--- config.mk ---
export PLATFORM = sky130hd
export DESIGN_NAME = fsk_tx_serializer
export DESIGN_NICKNAME = d
export VERILOG_FILES = /design/src/rtl/fsk_tx_pkg.sv /design/src/rtl/fsk_tx_serializer_tone.sv /design/src/rtl/fsk_tx_serializer.sv
export SDC_FILE = /design/constraint.sdc
export NUM_CORES = 1
export LEC_CHECK = 0
export CAP_MARGIN = 10
export CORE_ASPECT_RATIO = 1.5
export CORE_MARGIN = 2
export CORE_UTILIZATION = 56
export DETAILED_ROUTE_END_ITERATION = 10
export PLACE_DENSITY = 0.78
export SYNTH_ARGS = -nofsm -noshare
export SYNTH_HDL_FRONTEND = slang
export SYNTH_SLANG_ARGS = --single-unit
--- constraint.sdc ---
create_clock -name clk -period 3.1 [get_ports clk]
set_clock_uncertainty 0.2 [all_clocks]
set_input_delay 0.93 -clock clk [delete_from_list [all_inputs] [get_ports clk]]
set_output_delay 0.93 -clock clk [all_outputs]
set_load 0.05 [all_outputs]
--- src/rtl/fsk_tx_pkg.sv ---
// -----------------------------------------------------------------------------
// fsk_tx_pkg
// Shared definitions for the FSK byte transmitter: the frame FSM state
// encoding and the fixed frame format (start bit, 8 data bits LSB first,
// stop bit).
// No ports (package).
// -----------------------------------------------------------------------------
package fsk_tx_pkg;

    typedef enum logic [1:0] {
        ST_IDLE  = 2'd0,
        ST_START = 2'd1,
        ST_DATA  = 2'd2,
        ST_STOP  = 2'd3
    } tx_state_t;

    localparam int   FRAME_DATA_BITS = 8;
    localparam logic START_BIT       = 1'b0;
    localparam logic STOP_BIT        = 1'b1;

endpackage

--- src/rtl/fsk_tx_serializer_tone.sv ---
// -----------------------------------------------------------------------------
// fsk_tone_gen
// Phase-continuous square-wave generator for the FSK transducer. While enabled
// the output toggles every MARK_HALF clocks when the line bit is 1 and every
// SPACE_HALF clocks when it is 0. A restart pulse (the last clock of a bit)
// zeroes the half-period counter without touching the output level, so the
// next bit starts a fresh half-period from the same level.
//
// Ports:
//   clk        in   system clock
//   reset      in   asynchronous, active-low reset
//   i_enable   in   frame active; low forces tone to 0 and clears the counter
//   i_bit      in   current line bit, selects the half-period
//   i_restart  in   last clock of the current bit
//   o_tone     out  square-wave drive
// -----------------------------------------------------------------------------
module fsk_tone_gen #(
    parameter int MARK_HALF  = 625,
    parameter int SPACE_HALF = 500
) (
    input  logic clk,
    input  logic reset,
    input  logic i_enable,
    input  logic i_bit,
    input  logic i_restart,
    output logic o_tone
);

    localparam int MAX_HALF = (MARK_HALF > SPACE_HALF) ? MARK_HALF : SPACE_HALF;
    localparam int HALF_W   = (MAX_HALF > 1) ? $clog2(MAX_HALF) : 1;

    localparam logic [HALF_W-1:0] MARK_TERM  = HALF_W'(MARK_HALF - 1);
    localparam logic [HALF_W-1:0] SPACE_TERM = HALF_W'(SPACE_HALF - 1);

    logic [HALF_W-1:0] r_half_cnt;
    logic              r_tone;
    logic [HALF_W-1:0] w_half_term;

    assign w_half_term = i_bit ? MARK_TERM : SPACE_TERM;

    always_ff @(posedge clk or negedge reset) begin
        if (!reset) begin
            r_half_cnt <= '0;
            r_tone     <= 1'b0;
        end else if (!i_enable) begin
            r_half_cnt <= '0;
            r_tone     <= 1'b0;
        end else if (i_restart) begin
            // Bit boundary: restart timing, hold the level.
            r_half_cnt <= '0;
        end else if (r_half_cnt == w_half_term) begin
            r_half_cnt <= '0;
            r_tone     <= ~r_tone;
        end else begin
            r_half_cnt <= r_half_cnt + 1'b1;
        end
    end

    // Gate with enable so the output drops in the same cycle the frame ends.
    assign o_tone = r_tone & i_enable;

endmodule

--- src/rtl/fsk_tx_serializer.sv ---
// -----------------------------------------------------------------------------
// fsk_tx_serializer
// Pulls bytes from a show-ahead FIFO and sends each as a UART-style frame
// (start 0, 8 data bits LSB first, stop 1), CLKS_PER_BIT clocks per bit,
// while driving an FSK tone for the transducer. Frames run back to back
// with no idle gap when the FIFO still holds data at the end of a stop bit.
//
// FIFO handshake: fifo_empty=0 acts as "valid" and fifo_r_data is the head
// word; fifo_rd is the one-cycle "ready/pop". A byte transfers on a rising
// edge where fifo_rd=1, which only happens while fifo_empty=0, and the data is
// captured on that same edge.
//
// Ports:
//   clk          in   system clock
//   reset        in   asynchronous, active-low reset
//   fifo_empty   in   FIFO empty flag
//   fifo_r_data  in   FIFO head byte (show-ahead)
//   fifo_rd      out  pop strobe
//   tx_bit       out  current line bit
//   tone_out     out  FSK square wave
//   tx_en        out  transducer enable, high during a frame
//   busy         out  high whenever not idle
//   dbg_state    out  current FSM state (debug visibility)
// -----------------------------------------------------------------------------
module fsk_tx_serializer
    import fsk_tx_pkg::*;
#(
    parameter int CLKS_PER_BIT = 5000,
    parameter int MARK_HALF    = 625,
    parameter int SPACE_HALF   = 500
) (
    input  logic       clk,
    input  logic       reset,
    input  logic       fifo_empty,
    input  logic [7:0] fifo_r_data,
    output logic       fifo_rd,
    output logic       tx_bit,
    output logic       tone_out,
    output logic       tx_en,
    output logic       busy,
    output logic [1:0] dbg_state
);

    localparam int BIT_CNT_W = $clog2(CLKS_PER_BIT);
    localparam int IDX_W     = $clog2(FRAME_DATA_BITS);

    localparam logic [BIT_CNT_W-1:0] BIT_TERM = BIT_CNT_W'(CLKS_PER_BIT - 1);
    localparam logic [IDX_W-1:0]     IDX_LAST = IDX_W'(FRAME_DATA_BITS - 1);

    tx_state_t              r_state;
    tx_state_t              w_next_state;
    logic [BIT_CNT_W-1:0]   r_bit_cnt;
    logic [IDX_W-1:0]       r_bit_idx;
    logic [7:0]             r_shift;

    logic w_bit_term;
    logic w_load;
    logic w_restart;

    assign w_bit_term = (r_bit_cnt == BIT_TERM);

    // Next-state logic. w_load marks the cycle that pops the FIFO and
    // captures the head byte.
    always_comb begin
        w_next_state = r_state;
        w_load       = 1'b0;
        case (r_state)
            ST_IDLE: begin
                if (!fifo_empty) begin
                    w_load       = 1'b1;
                    w_next_state = ST_START;
                end
            end
            ST_START: begin
                if (w_bit_term) w_next_state = ST_DATA;
            end
            ST_DATA: begin
                if (w_bit_term && (r_bit_idx == IDX_LAST)) w_next_state = ST_STOP;
            end
            ST_STOP: begin
                if (w_bit_term) begin
                    if (!fifo_empty) begin
                        w_load       = 1'b1;
                        w_next_state = ST_START;
                    end else begin
                        w_next_state = ST_IDLE;
                    end
                end
            end
            default: w_next_state = ST_IDLE;
        endcase
    end

    always_ff @(posedge clk or negedge reset) begin
        if (!reset) begin
            r_state   <= ST_IDLE;
            r_bit_cnt <= '0;
            r_bit_idx <= '0;
            r_shift   <= '0;
        end else begin
            r_state <= w_next_state;
            if (w_load) begin
                r_shift   <= fifo_r_data;
                r_bit_cnt <= '0;
                r_bit_idx <= '0;
            end else if (r_state == ST_IDLE) begin
                r_bit_cnt <= '0;
            end else if (w_bit_term) begin
                r_bit_cnt <= '0;
                if ((r_state == ST_DATA) && (r_bit_idx != IDX_LAST)) begin
                    r_shift   <= r_shift >> 1;
                    r_bit_idx <= r_bit_idx + 1'b1;
                end
            end else begin
                r_bit_cnt <= r_bit_cnt + 1'b1;
            end
        end
    end

    // Reset is folded in so no pop is advertised while held in reset.
    assign fifo_rd = w_load & reset;

    always_comb begin
        tx_bit = STOP_BIT;
        case (r_state)
            ST_START: tx_bit = START_BIT;
            ST_DATA:  tx_bit = r_shift[0];
            default:  tx_bit = STOP_BIT;
        endcase
    end

    assign tx_en     = (r_state != ST_IDLE);
    assign busy      = (r_state != ST_IDLE);
    assign dbg_state = r_state;
    assign w_restart = tx_en & w_bit_term;

    fsk_tone_gen #(
        .MARK_HALF  (MARK_HALF),
        .SPACE_HALF (SPACE_HALF)
    ) u_tone (
        .clk       (clk),
        .reset     (reset),
        .i_enable  (tx_en),
        .i_bit     (tx_bit),
        .i_restart (w_restart),
        .o_tone    (tone_out)
    );

endmodule

==> impl_metrics.env <==
export IMPL_crit_type="in2out"
export IMPL_layout_setup_ws_ns=0.0705
export IMPL_cp_slowest_cell="clkdlybuf4s50_1"
export IMPL_synth_enable_flop_cells=0
export IMPL_antenna_found_initial=0
export IMPL_synth_ff_type="dfrtp_1"
export IMPL_syn_inst=189
export IMPL_fin_crit_ns=3.03
export IMPL_syn_nets=209
export IMPL_track_usage_pct=22.0
export IMPL_route_detailed_drc=0
export IMPL_worstSetupStartpoint="fifo_empty"
export IMPL_synthesis_area_um2=1890
export IMPL_final_max_slew_violation_count=0
export IMPL_p_leak_nw=1.07
export IMPL_max_clock_freq_mhz=330
export IMPL_vias_per_cell=5.56
export IMPL_critPathBufInv=2
export IMPL_die_w_um=51.4
export IMPL_ant_nets=0
export IMPL_grt_pass1_wl_mm=6.12
export IMPL_synth_seq_cells=37
export IMPL_cap_violations=0
export IMPL_htree_levels=2
export IMPL_syn_to_final_growth_pct=20.0
export IMPL_dp_slack_ns=-0.00340
export IMPL_dp_cells=244
export IMPL_cts_resized_gates=4
export IMPL_routabilityCongestion=0.753
export IMPL_yosys_top_cells_area="dfrtp_1 49%, ha_1 6.0%, nor2_1 5.8%"
export IMPL_path_delay_family="buffers and inverters"
export IMPL_critPathMaxFanout=2
export IMPL_yosysUniqueCellTypes=36
export IMPL_status="finished clean"
export IMPL_n_antenna_cell=0
export IMPL_place_hpwl_mm=2.78
export IMPL_crit_arrival_ns=1.90
export IMPL_start_util_pct=59.1
export IMPL_vdd_ir_drop_max_mv=0.571
export IMPL_post_route_period_util_pct=97.7
export IMPL_rsz0062_at_grt="false"
export IMPL_wirelength_mm=3.65
export IMPL_overflow=0
export IMPL_stdcell_count=252
export IMPL_die_area_um2=3860
export IMPL_seqPwrFrac_pct=38.8
export IMPL_drt_initial_drc_count=25
export IMPL_slew_headroom_pct=57.5
export IMPL_yosysTopAreaCell="dfrtp_1"
export IMPL_cts_sinks=37
export IMPL_power_switching_share_pct=38.6
export IMPL_p_int_w=0.00114
export IMPL_p_per_area_nw_per_um2=822
export IMPL_dr_total_vias=1401
export IMPL_core_area_um2=3190
export IMPL_cts_setup_buffers=0
export IMPL_ys_async_sr_fraction_pct=100
export IMPL_tritoncts="yes"
export IMPL_setup_viol=0
export IMPL_clock_power_share_pct=23.3
export IMPL_worst_pin_slew_ns=0.621
export IMPL_start_kind="input port"
export IMPL_synth_most_common_cell="dfrtp_1"
export IMPL_max_stage_delay_ns=0.44
export IMPL_cts_made_buffers=5
export IMPL_dpl_cell_area_um2=2110
export IMPL_grt_pass1_vias=1394
export IMPL_switching_power_w=0.000718
export IMPL_grt_max_degree=38
export IMPL_hp_start="r_bit_cnt[0]"
export IMPL_worstReg2RegStart="dbg_state[0]"
export IMPL_drive_gt1_share_pct=12.7
export IMPL_num_io_pins=18
export IMPL_cp_required_ns=1.97
export IMPL_postCtsHoldBufs=0
export IMPL_clkSlewWorstSetupHoldPaths_ns=0.07
export IMPL_hold_viol_final=0
export IMPL_endpoint_kind="output port"
export IMPL_pwr_share_comb_pct=37.9
export IMPL_die_h_um=75.1
export IMPL_yosysWarnings=0
export IMPL_hp_class="reg2reg"
export IMPL_yosys_top_cells_count="37 x dfrtp_1, 29 x nor2_1, 16 x nand2_1"
export IMPL_path_cells="clkdlybuf4s50_1 > nor3_2 > and2_2 > buf_12"
export IMPL_syn_area_per_cell_um2=9.98
export IMPL_yosysTopAreaCellShare_pct=49.1
export IMPL_final_cell_area_um2=2260
export IMPL_root_buffer="clkbuf_8"
export IMPL_first_pass_iters=4
export IMPL_cts_buffer_depth=2
export IMPL_rows=25
export IMPL_yosysSeqAreaShare_pct=49.1
export IMPL_nets=231
export IMPL_whs_ns=0.306
export IMPL_drt_wirelength_per_cell_um=14.5
export IMPL_worstSkewPairLatency_ns=0.29
export IMPL_io_buffers=17
cell usage in the layout (no fill, tap or decap), drive strengths merged, types with 2 or more instances in the layout:
master         netlist  layout
or4                  2       2
o21ai               10      10
ha                   9       9
mux2i                9       9
clkdlybuf4s50        0      12
buf                  2      10
nor2b                4       4
a2111oi              2       2
and2                 2       2
and4b                2       2
xnor2                8       8
a21oi                4       4
nand3               11      11
nor2                29      29
xor2                11      11
dfrtp               37      37
and3                 3       3
nor3                 3       3
clkbuf               5       6
nand4                2       2
nand2               16      16
inv                  6       6
per-stage QoR:
stage | total power (W) | setup TNS [ns] | utilization, %
floorplan | 0.00120 | 0 | -
global placement | 0.00138 | 0 | 66.2
detailed placement | 0.00143 | -0.00340 | 66.2
CTS | 0.00188 | 0 | 70.7
global route | 0.00198 | 0 | 70.9
finish | 0.00186 | 0 | 70.9
state kept, by name (all words and copies together) (netlist names):
name               count
dbg_state              2
u_tone.r_half_cnt     10
r_bit_cnt             13
r_bit_idx              3
r_shift                8
u_tone.r_tone          1
metal layers:
layer / track usage [%] / part of all wire [%] / vias to the layer above
li1: - / - / 693
met1: 22.7 / 39 / 678
met2: 41.9 / 56 / 23
met3: 4.76 / 2.8 / 7
met4: 9.65 / 2.0 / 0
met5: 0 / 0 / -
cells by family (layout without fill, tap and decap cells):
group	Yosys count	count (layout)	synth area share [%]
fa+ha+maj	9	9	5.97
flops	37	37	49.1
buf+inv	13	36	2.85
xor+xnor	19	19	8.83
mux	10	10	5.38
simple gates	81	81	21.3
compound gates	20	20	6.57
worst paths after layout:
path,to,slack [ns],cells after the start
max in group asynchronous,r_shift[0],1.45,2
worst max-delay path,fifo_rd,0.07,4
worst max register to register,u_tone.r_tone,0.48,7
worst min-delay path,r_bit_cnt[0],0.31,1
min in group asynchronous,u_tone.r_half_cnt[7],0.91,2
worst min register to register,r_bit_cnt[0],0.31,1
cell type report:
cell class | instances | area (µm²)
tap | 40 | 50.0
clock buffer | 6 | 82.6
multi-input combinational | 139 | 936
fill | 258 | 928
clock inverter | 2 | 37.5
sequential | 37 | 926
inverter | 6 | 22.5
timing repair buffer | 22 | 208
power groups by stage:
stage | logic, W | registers, W | clock network, W
floorplan | 0.000460 | 0.000745 | 0
global placement | 0.000663 | 0.000718 | 0
detailed placement | 0.000701 | 0.000730 | 0
CTS | 0.000711 | 0.000724 | 0.000442
global route | 0.000782 | 0.000740 | 0.000455
finish | 0.000704 | 0.000722 | 0.000433
Power figures use the tool's default switching activity.
